--- src/rtl/instr_fetch_unit_pkg.sv ---
// Shared definitions for the instruction fetch unit: RV32 opcode constants,
// the NOP encoding and the fetch FSM state encoding.
package instr_fetch_unit_pkg;

  localparam int IFU_XLEN = 32;

  localparam logic [31:0] NOP_INSTR = 32'h0000_0013;

  localparam logic [6:0] OPC_LOAD   = 7'b0000011;
  localparam logic [6:0] OPC_OPIMM  = 7'b0010011;
  localparam logic [6:0] OPC_AUIPC  = 7'b0010111;
  localparam logic [6:0] OPC_STORE  = 7'b0100011;
  localparam logic [6:0] OPC_OP     = 7'b0110011;
  localparam logic [6:0] OPC_LUI    = 7'b0110111;
  localparam logic [6:0] OPC_BRANCH = 7'b1100011;
  localparam logic [6:0] OPC_JALR   = 7'b1100111;
  localparam logic [6:0] OPC_JAL    = 7'b1101111;

  typedef enum logic [1:0] {
    ST_IDLE  = 2'd0,
    ST_REQ   = 2'd1,
    ST_HOLD  = 2'd2,
    ST_FAULT = 2'd3
  } ifu_state_e;

  function automatic logic [6:0] opcode_of(input logic [31:0] word);
    return word[6:0];
  endfunction

endpackage

--- src/rtl/instr_fetch_unit_if.sv ---
// Bundle of the fetch unit's memory handshake, instruction presentation
// and branch-resolution signals; master is the fetch unit side.
interface instr_fetch_unit_if #(parameter int XLEN = 32);

  logic            imem_req;
  logic [XLEN-1:0] imem_addr;
  logic            imem_ack;
  logic [XLEN-1:0] imem_rdata;

  logic [31:0]     instr;
  logic [6:0]      opcode;
  logic            instr_valid;
  logic            instr_ready;
  logic [XLEN-1:0] pc;
  logic [XLEN-1:0] pc_plus4;

  logic            branch_taken;
  logic [XLEN-1:0] branch_target;
  logic            misalign_fault;
  logic [31:0]     instret;

  modport master (
    output imem_req, imem_addr, instr, opcode, instr_valid, pc, pc_plus4,
           misalign_fault, instret,
    input  imem_ack, imem_rdata, instr_ready, branch_taken, branch_target
  );

  modport slave (
    input  imem_req, imem_addr, instr, opcode, instr_valid, pc, pc_plus4,
           misalign_fault, instret,
    output imem_ack, imem_rdata, instr_ready, branch_taken, branch_target
  );

endinterface

--- src/rtl/instr_fetch_unit_pc_next_sel.sv ---
// pc_next_sel: combinational choice of the next fetch address from the
// retiring pc and the resolved branch outcome, plus a misaligned-target flag.
module instr_fetch_unit_pc_next_sel #(
  parameter int XLEN = 32
) (
  input  logic [XLEN-1:0] pc,
  input  logic            branch_taken,
  input  logic [XLEN-1:0] branch_target,
  output logic [XLEN-1:0] next_pc,
  output logic            misalign
);

  // pc+4 wraps naturally at the top of the address space
  assign next_pc  = branch_taken ? branch_target : pc + XLEN'(4);
  assign misalign = branch_taken & (branch_target[1:0] != 2'b00);

endmodule

--- src/rtl/instr_fetch_unit.sv ---
// Core front end: owns the PC, fetches one instruction at a time over a
// req/ack handshake and holds it until downstream retires it.
//
//   state | meaning
//   IDLE  | one cycle after reset, loads fetch_pc with RESET_PC
//   REQ   | imem_req high with imem_addr=fetch_pc until imem_ack
//   HOLD  | instruction presented (instr_valid) until retired
//   FAULT | misaligned taken target seen; terminal until reset
module instr_fetch_unit
  import instr_fetch_unit_pkg::*;
#(
  parameter int              XLEN     = IFU_XLEN,
  parameter logic [XLEN-1:0] RESET_PC = '0
) (
  input  logic             clk,
  input  logic             reset,
  instr_fetch_unit_if.master bus
);

  ifu_state_e state, state_next;

  logic [XLEN-1:0] fetch_pc;
  logic [XLEN-1:0] pc_q;
  logic [31:0]     instr_q;
  logic            fault_q;
  logic [31:0]     instret_q;

  logic            req_c;
  logic            valid_c;
  logic            capture;
  logic            retire;
  logic            fault_set;
  logic [XLEN-1:0] next_pc;
  logic            misalign;

  instr_fetch_unit_pc_next_sel #(.XLEN(XLEN)) u_pc_next_sel (
    .pc            (pc_q),
    .branch_taken  (bus.branch_taken),
    .branch_target (bus.branch_target),
    .next_pc       (next_pc),
    .misalign      (misalign)
  );

  always_ff @(posedge clk) begin
    if (reset) state <= ST_IDLE;
    else       state <= state_next;
  end

  always_comb begin
    state_next = state;
    req_c      = 1'b0;
    valid_c    = 1'b0;
    capture    = 1'b0;
    retire     = 1'b0;
    fault_set  = 1'b0;
    case (state)
      ST_IDLE: state_next = ST_REQ;
      ST_REQ: begin
        req_c = 1'b1;
        if (bus.imem_ack) begin
          capture    = 1'b1;
          state_next = ST_HOLD;
        end
      end
      ST_HOLD: begin
        valid_c = 1'b1;
        if (bus.instr_ready) begin
          retire = 1'b1;
          if (misalign) begin
            fault_set  = 1'b1;
            state_next = ST_FAULT;
          end else begin
            state_next = ST_REQ;
          end
        end
      end
      ST_FAULT: state_next = ST_FAULT;
      default:  state_next = ST_IDLE;
    endcase
  end

  always_ff @(posedge clk) begin
    if (reset) begin
      fetch_pc  <= RESET_PC;
      pc_q      <= RESET_PC;
      instr_q   <= NOP_INSTR;
      fault_q   <= 1'b0;
      instret_q <= '0;
    end else begin
      if (state == ST_IDLE) fetch_pc <= RESET_PC;
      if (capture) begin
        instr_q <= bus.imem_rdata[31:0];
        pc_q    <= fetch_pc;
      end
      // the faulting branch still counts as retired
      if (retire) begin
        instret_q <= instret_q + 32'd1;
        if (fault_set) fault_q  <= 1'b1;
        else           fetch_pc <= next_pc;
      end
    end
  end

  assign bus.imem_req       = req_c;
  assign bus.imem_addr      = fetch_pc;
  assign bus.instr_valid    = valid_c;
  assign bus.instr          = instr_q;
  assign bus.opcode         = opcode_of(instr_q);
  assign bus.pc             = pc_q;
  assign bus.pc_plus4       = pc_q + XLEN'(4);
  assign bus.misalign_fault = fault_q;
  assign bus.instret        = instret_q;

endmodule
--- src/flat_wrapper.sv ---
// flat-port wrapper written by rule: the top's interface ports become plain ports
module instr_fetch_unit_flat import instr_fetch_unit_pkg::*;
#(
  parameter int              XLEN     = IFU_XLEN,
  parameter logic [XLEN-1:0] RESET_PC = '0
)
  (clk, reset, bus_imem_req, bus_imem_addr, bus_instr, bus_opcode, bus_instr_valid, bus_pc, bus_pc_plus4, bus_misalign_fault, bus_instret, bus_imem_ack, bus_imem_rdata, bus_instr_ready, bus_branch_taken, bus_branch_target);
  instr_fetch_unit_if #(.XLEN(XLEN)) bus_i ();
  input  logic clk;
  input  logic reset;
  output wire logic [$bits(bus_i.imem_req)-1:0] bus_imem_req;
  output wire logic [$bits(bus_i.imem_addr)-1:0] bus_imem_addr;
  output wire logic [$bits(bus_i.instr)-1:0] bus_instr;
  output wire logic [$bits(bus_i.opcode)-1:0] bus_opcode;
  output wire logic [$bits(bus_i.instr_valid)-1:0] bus_instr_valid;
  output wire logic [$bits(bus_i.pc)-1:0] bus_pc;
  output wire logic [$bits(bus_i.pc_plus4)-1:0] bus_pc_plus4;
  output wire logic [$bits(bus_i.misalign_fault)-1:0] bus_misalign_fault;
  output wire logic [$bits(bus_i.instret)-1:0] bus_instret;
  input wire logic [$bits(bus_i.imem_ack)-1:0] bus_imem_ack;
  input wire logic [$bits(bus_i.imem_rdata)-1:0] bus_imem_rdata;
  input wire logic [$bits(bus_i.instr_ready)-1:0] bus_instr_ready;
  input wire logic [$bits(bus_i.branch_taken)-1:0] bus_branch_taken;
  input wire logic [$bits(bus_i.branch_target)-1:0] bus_branch_target;
  assign bus_imem_req = bus_i.imem_req;
  assign bus_imem_addr = bus_i.imem_addr;
  assign bus_instr = bus_i.instr;
  assign bus_opcode = bus_i.opcode;
  assign bus_instr_valid = bus_i.instr_valid;
  assign bus_pc = bus_i.pc;
  assign bus_pc_plus4 = bus_i.pc_plus4;
  assign bus_misalign_fault = bus_i.misalign_fault;
  assign bus_instret = bus_i.instret;
  assign bus_i.imem_ack = bus_imem_ack;
  assign bus_i.imem_rdata = bus_imem_rdata;
  assign bus_i.instr_ready = bus_instr_ready;
  assign bus_i.branch_taken = bus_branch_taken;
  assign bus_i.branch_target = bus_branch_target;
  instr_fetch_unit #(.XLEN(XLEN), .RESET_PC(RESET_PC)) u_core (.clk(clk), .reset(reset), .bus(bus_i));
endmodule
--- config.mk ---
export PLATFORM = sky130hd
export DESIGN_NAME = instr_fetch_unit_flat
export DESIGN_NICKNAME = d
export VERILOG_FILES = /design/src/rtl/instr_fetch_unit_pkg.sv /design/src/rtl/instr_fetch_unit_if.sv /design/src/rtl/instr_fetch_unit_pc_next_sel.sv /design/src/rtl/instr_fetch_unit.sv /design/src/flat_wrapper.sv
export SDC_FILE = /design/constraint.sdc
export NUM_CORES = 1
export LEC_CHECK = 0
export ABC_AREA = 1
export BUFFER_PORTS_ARGS = -buffer_cell sky130_fd_sc_hd__buf_2
export CORE_MARGIN = 2
export CORE_UTILIZATION = 40
export CTS_BUF_LIST = sky130_fd_sc_hd__clkbuf_2 sky130_fd_sc_hd__clkbuf_4 sky130_fd_sc_hd__clkbuf_8
export DETAILED_ROUTE_END_ITERATION = 16
export PLACE_DENSITY_LB_ADDON = 0.1
export SKIP_CTS_REPAIR_TIMING = 1
export SLEW_MARGIN = 20
export SYNTH_ARGS = -nofsm -noshare
export SYNTH_HDL_FRONTEND = slang
export SYNTH_SLANG_ARGS = --single-unit
--- constraint.sdc ---
create_clock -name clk -period 1.65 [get_ports clk]
set_input_delay 0.4125 -clock clk [delete_from_list [all_inputs] [get_ports clk]]
set_output_delay 0.4125 -clock clk [all_outputs]
set_load 0.05 [all_outputs]
==> results.ini <==
[drt]
wl_met3_mm=1.381
route.layer.met1.wl_mm=9.882
mean_number_of_vias_per_cell=4.749
post_detailed_route_count_of_antenna_violating_nets=0
route.final.wire_length_mm=21.37
drt_pre_antenna_iters=5
post_drt_wl_per_cell_microns=14.26
drc=0
route.met2.wl_mm=9.968
drt-initial-drc-count=417
num_vias=7114
uppermost_metal_layer_occupied_by_signal_nets=met4

[sta]
fmaxAchievable_mhz=415.9
timing.final.ws_setup_ns=-0.7547
finalSetupViolCount=29
unrepaired_setup_endpoints_after_global_routing=yes
fin_skew_ns=0.009379
worst-slew-pin-transition_ns=0.4379
timing.final.crit_share_pct=145.7
max_slew_headroom_pct=70.81
report.final.slew_viol_count=0
final_period_minus_worst_setup_slack_ns=2.405
fin_tns_setup_ns=-17.79
timing_hold_violations_final=0

[synthesis]
area_leader_netlist=sky130_fd_sc_hd__dfxtp_1
synth.cell_area_sq_um=6504
yosysWarningCount=0
main_combinational_cell_family_by_area_after_synthesis=simple AND/OR/NAND/NOR gates
adder_and_majority_gate_portion_of_the_synthesized_area_pct=0.3848
yosys-mux-area-fraction_pct=0
postSynthNetCount=1041
synth.distinct_cells=34
synth-simple-area-share_pct=31.30
post_synth.cell_area_avg_sq_um=6.705
synth.yosys.seq_area_share_pct=40.32
synth-seq-cells=131
post-synth-top-area-fraction_pct=40.32
ys_top_cells_by_area=sky130_fd_sc_hd__dfxtp_1, sky130_fd_sc_hd__nand2_1, sky130_fd_sc_hd__a21oi_1
synth_compound_area_share_pct=16.04
syn_inst=970
synth_xor_area_share_pct=2.943

[global_route]
grt_start_max_net_pins=57
first_pass_grt_wire_length_mm=33.67
global_route.usage.total_pct=24.24
overflow=0
antenna_found_initial=2
number_of_global_route_vias_before_repair=6592

[finish]
seqCellArea_sq_um=2675
area.growth.synth_to_final_pct=50.63
layout-drive-gt1-share_pct=37.76
multi_input_comb_area_sq_um=3786
filler_cell_count=1505
final_cells=1498
layout.nets=1337
post-route-cell-area_sq_um=9797

[worst_setup_path]
criticalPathCategory=reg2out
crit_path_max_fanout=7
worst_r2r_startpoint=u_core.bus.pc[2]
crit_arrival_ns=1.99
crit_path_top_delay_cell=sky130_fd_sc_hd__dfxtp_4
reg2reg_slack_ns=0.01
critPathTopFamily=buffers and inverters
timing.reg2reg.worst_path_depth=12
worst_ep_required_time_ns=1.24
setup.worst_path.end=bus_pc_plus4[17]
cpPeakStageDelay_ns=0.36
path_buf_inv=5
startpoint_type=flop
critPathCaptureType=output port
worstReg2RegEnd=u_core.bus.imem_addr[27]
path_depth=9
worst_setup_path_startpoint=u_core.bus.pc[2]
path_cells=buf_4 > clkinvlp_4 > nor2_4 > nand2_4 > nor2_4 > buf_12 > buf_12 > xor2_4 > buf_6

[power_and_ir_drop]
p_per_area_nw_per_um2=798.2
leakagePower_nw=4.274
total_power_mw=7.820
ir_worst_vdd_mv=0.8779

[outcome]
run_status=finished, violations left
failing_checks=setup timing

[clock_network]
cts.sink_count=131
cts_tree=yes
clock_latency_ns=0.44
clockRootBuffer=sky130_fd_sc_hd__clkbuf_8
clk_pin_slew_worst_paths_ns=0.08
cts-buffers-inserted=17
level_count_of_the_clock_h_tree=4
clock_tree.buffer_depth=2

[floorplanning]
ioPinCount=239
chipWidth_microns=131.5
core_sq_um=15890
die_h_microns=131.5
area_enclosed_by_the_die_boundary_sq_um=17290
initial_core_util_pct=40.94
placementRows=46

[placed_design]
place.port_buffers=238
pre_cts_slack_ns=-0.3813
numPlacedInstances=1458
place.gp.congestion=0.8392
detailed_place.area_sq_um=8846
place_hpwl_mm=15.34

[min_path]
min_path_type=in2reg

[job]
cap_violations=0

-- worst reg2reg max path, cell delays in order (launching register included) --
cell and delay (ns):
sky130_fd_sc_hd__dfxtp_4 0.36, sky130_fd_sc_hd__buf_4 0.13, sky130_fd_sc_hd__clkinvlp_4 0.10, sky130_fd_sc_hd__nor2_4 0.15, sky130_fd_sc_hd__nand2_4 0.09, sky130_fd_sc_hd__nor2_4 0.15
sky130_fd_sc_hd__buf_6 0.14, sky130_fd_sc_hd__nand2_1 0.06, sky130_fd_sc_hd__nand2_2 0.08, sky130_fd_sc_hd__nand2_4 0.06, sky130_fd_sc_hd__buf_4 0.12, sky130_fd_sc_hd__nand2_1 0.05
sky130_fd_sc_hd__a21oi_1 0.06
-- metal layers --
layer	global-route usage, %	up-vias
met5	0	-
met3	7.176	11
met2	38.92	207
met1	31.81	3223
li1	-	3673
met4	6.522	0
-- Yosys cell counts --
cell type                  count
sky130_fd_sc_hd__nor2_1      121
sky130_fd_sc_hd__xor2_1       19
sky130_fd_sc_hd__and2_1        8
sky130_fd_sc_hd__nor2_2        5
sky130_fd_sc_hd__nand3_4       1
sky130_fd_sc_hd__inv_1        87
sky130_fd_sc_hd__buf_2        15
sky130_fd_sc_hd__nand4_4       2
sky130_fd_sc_hd__clkbuf_1     26
sky130_fd_sc_hd__o21ai_0      63
sky130_fd_sc_hd__nand3b_1      1
sky130_fd_sc_hd__nand2_1     260
sky130_fd_sc_hd__a211oi_1      1
sky130_fd_sc_hd__nor3_1        9
sky130_fd_sc_hd__nand4_1       2
sky130_fd_sc_hd__a31o_2        1
sky130_fd_sc_hd__and3_2        1
sky130_fd_sc_hd__clkinv_1      1
sky130_fd_sc_hd__ha_1          2
sky130_fd_sc_hd__nand2_2       3
sky130_fd_sc_hd__nor2_4       12
sky130_fd_sc_hd__nand2_4       1
sky130_fd_sc_hd__xnor2_1       1
sky130_fd_sc_hd__a311oi_1      1
sky130_fd_sc_hd__inv_2         1
sky130_fd_sc_hd__dfxtp_1     131
sky130_fd_sc_hd__o211ai_1      1
sky130_fd_sc_hd__a21oi_1     139
sky130_fd_sc_hd__buf_6         1
sky130_fd_sc_hd__nor4_1        1
sky130_fd_sc_hd__buf_4         9
sky130_fd_sc_hd__nand3_1      41
sky130_fd_sc_hd__xor2_2        1
sky130_fd_sc_hd__nor3b_1       2
-- flip-flops by register name, summed over array words and instances, names as in the netlist --
| register | count |
|---|---|
| u_core.bus.imem_addr | 32 |
| u_core.bus.instr | 32 |
| u_core.bus.instret | 32 |
| u_core.bus.misalign_fault | 1 |
| u_core.bus.pc | 32 |
| u_core.state | 2 |
-- cells by family (layout without fill, tap and decap cells) --
family / count (synthesis) / in the layout
compound gates: 206 / 206
xor+xnor: 21 / 21
flops: 131 / 131
simple gates: 470 / 470
other cells: 0 / 3
buf+inv: 140 / 449
fa+ha+maj: 2 / 2
-- through the flow --
| step | hold WS, ns | utilization [%] |
|---|---|---|
| floorplan | 0.5257 | - |
| global placement | 0.4497 | 55.69 |
| detailed placement | 0.4525 | 55.69 |
| CTS | 0.1292 | 58.17 |
| global route | 0.1436 | 61.64 |
| finish | 0.1589 | 61.67 |
-- placed cells by master (no fill, tap or decap), drive strengths merged --
master,n
dfxtp,131
clkinv,5
bufinv,2
nand4,4
and3,1
o21ai,63
nor3b,2
ha,2
o211ai,1
nand3,42
diode,3
and2,8
xnor2,1
clkbuf,31
xor2,20
inv,91
buf,315
clkinvlp,5
nor2,138
nor4,1
a211oi,1
a21oi,139
nor3,9
nand3b,1
a31o,1
a311oi,1
nand2,264
-- power by group --
group          switching (mW)  internal (mW)
combinational            1.15          0.552
clock                    1.39           1.37
sequential             0.0786           3.27
-- cell type report --
type | count | area share, %
antenna | 3 | 0.07663
clock inverter | 14 | 1.558
sequential | 131 | 27.31
clock buffer | 18 | 2.465
tap | 216 | 2.759
multi-input combinational | 699 | 38.65
timing repair buffer | 328 | 23.72
inverter | 89 | 3.474
-- how the worst min path moves through the flow --
stage,slack (ns),to,from,cells past startpoint
global placement,0.45,u_core.bus.misalign_fault,u_core.bus.misalign_fault,2
floorplan,0.53,u_core.bus.instr[0],bus_imem_rdata[0],2
CTS,0.13,u_core.bus.instr[0],bus_imem_rdata[0],3
global route,0.14,u_core.bus.instr[1],bus_imem_rdata[1],3
finish,0.16,u_core.bus.instr[0],bus_imem_rdata[0],3
detailed placement,0.45,u_core.bus.instr[22],u_core.bus.instr[22],2
(Power assumes the default switching activity.)
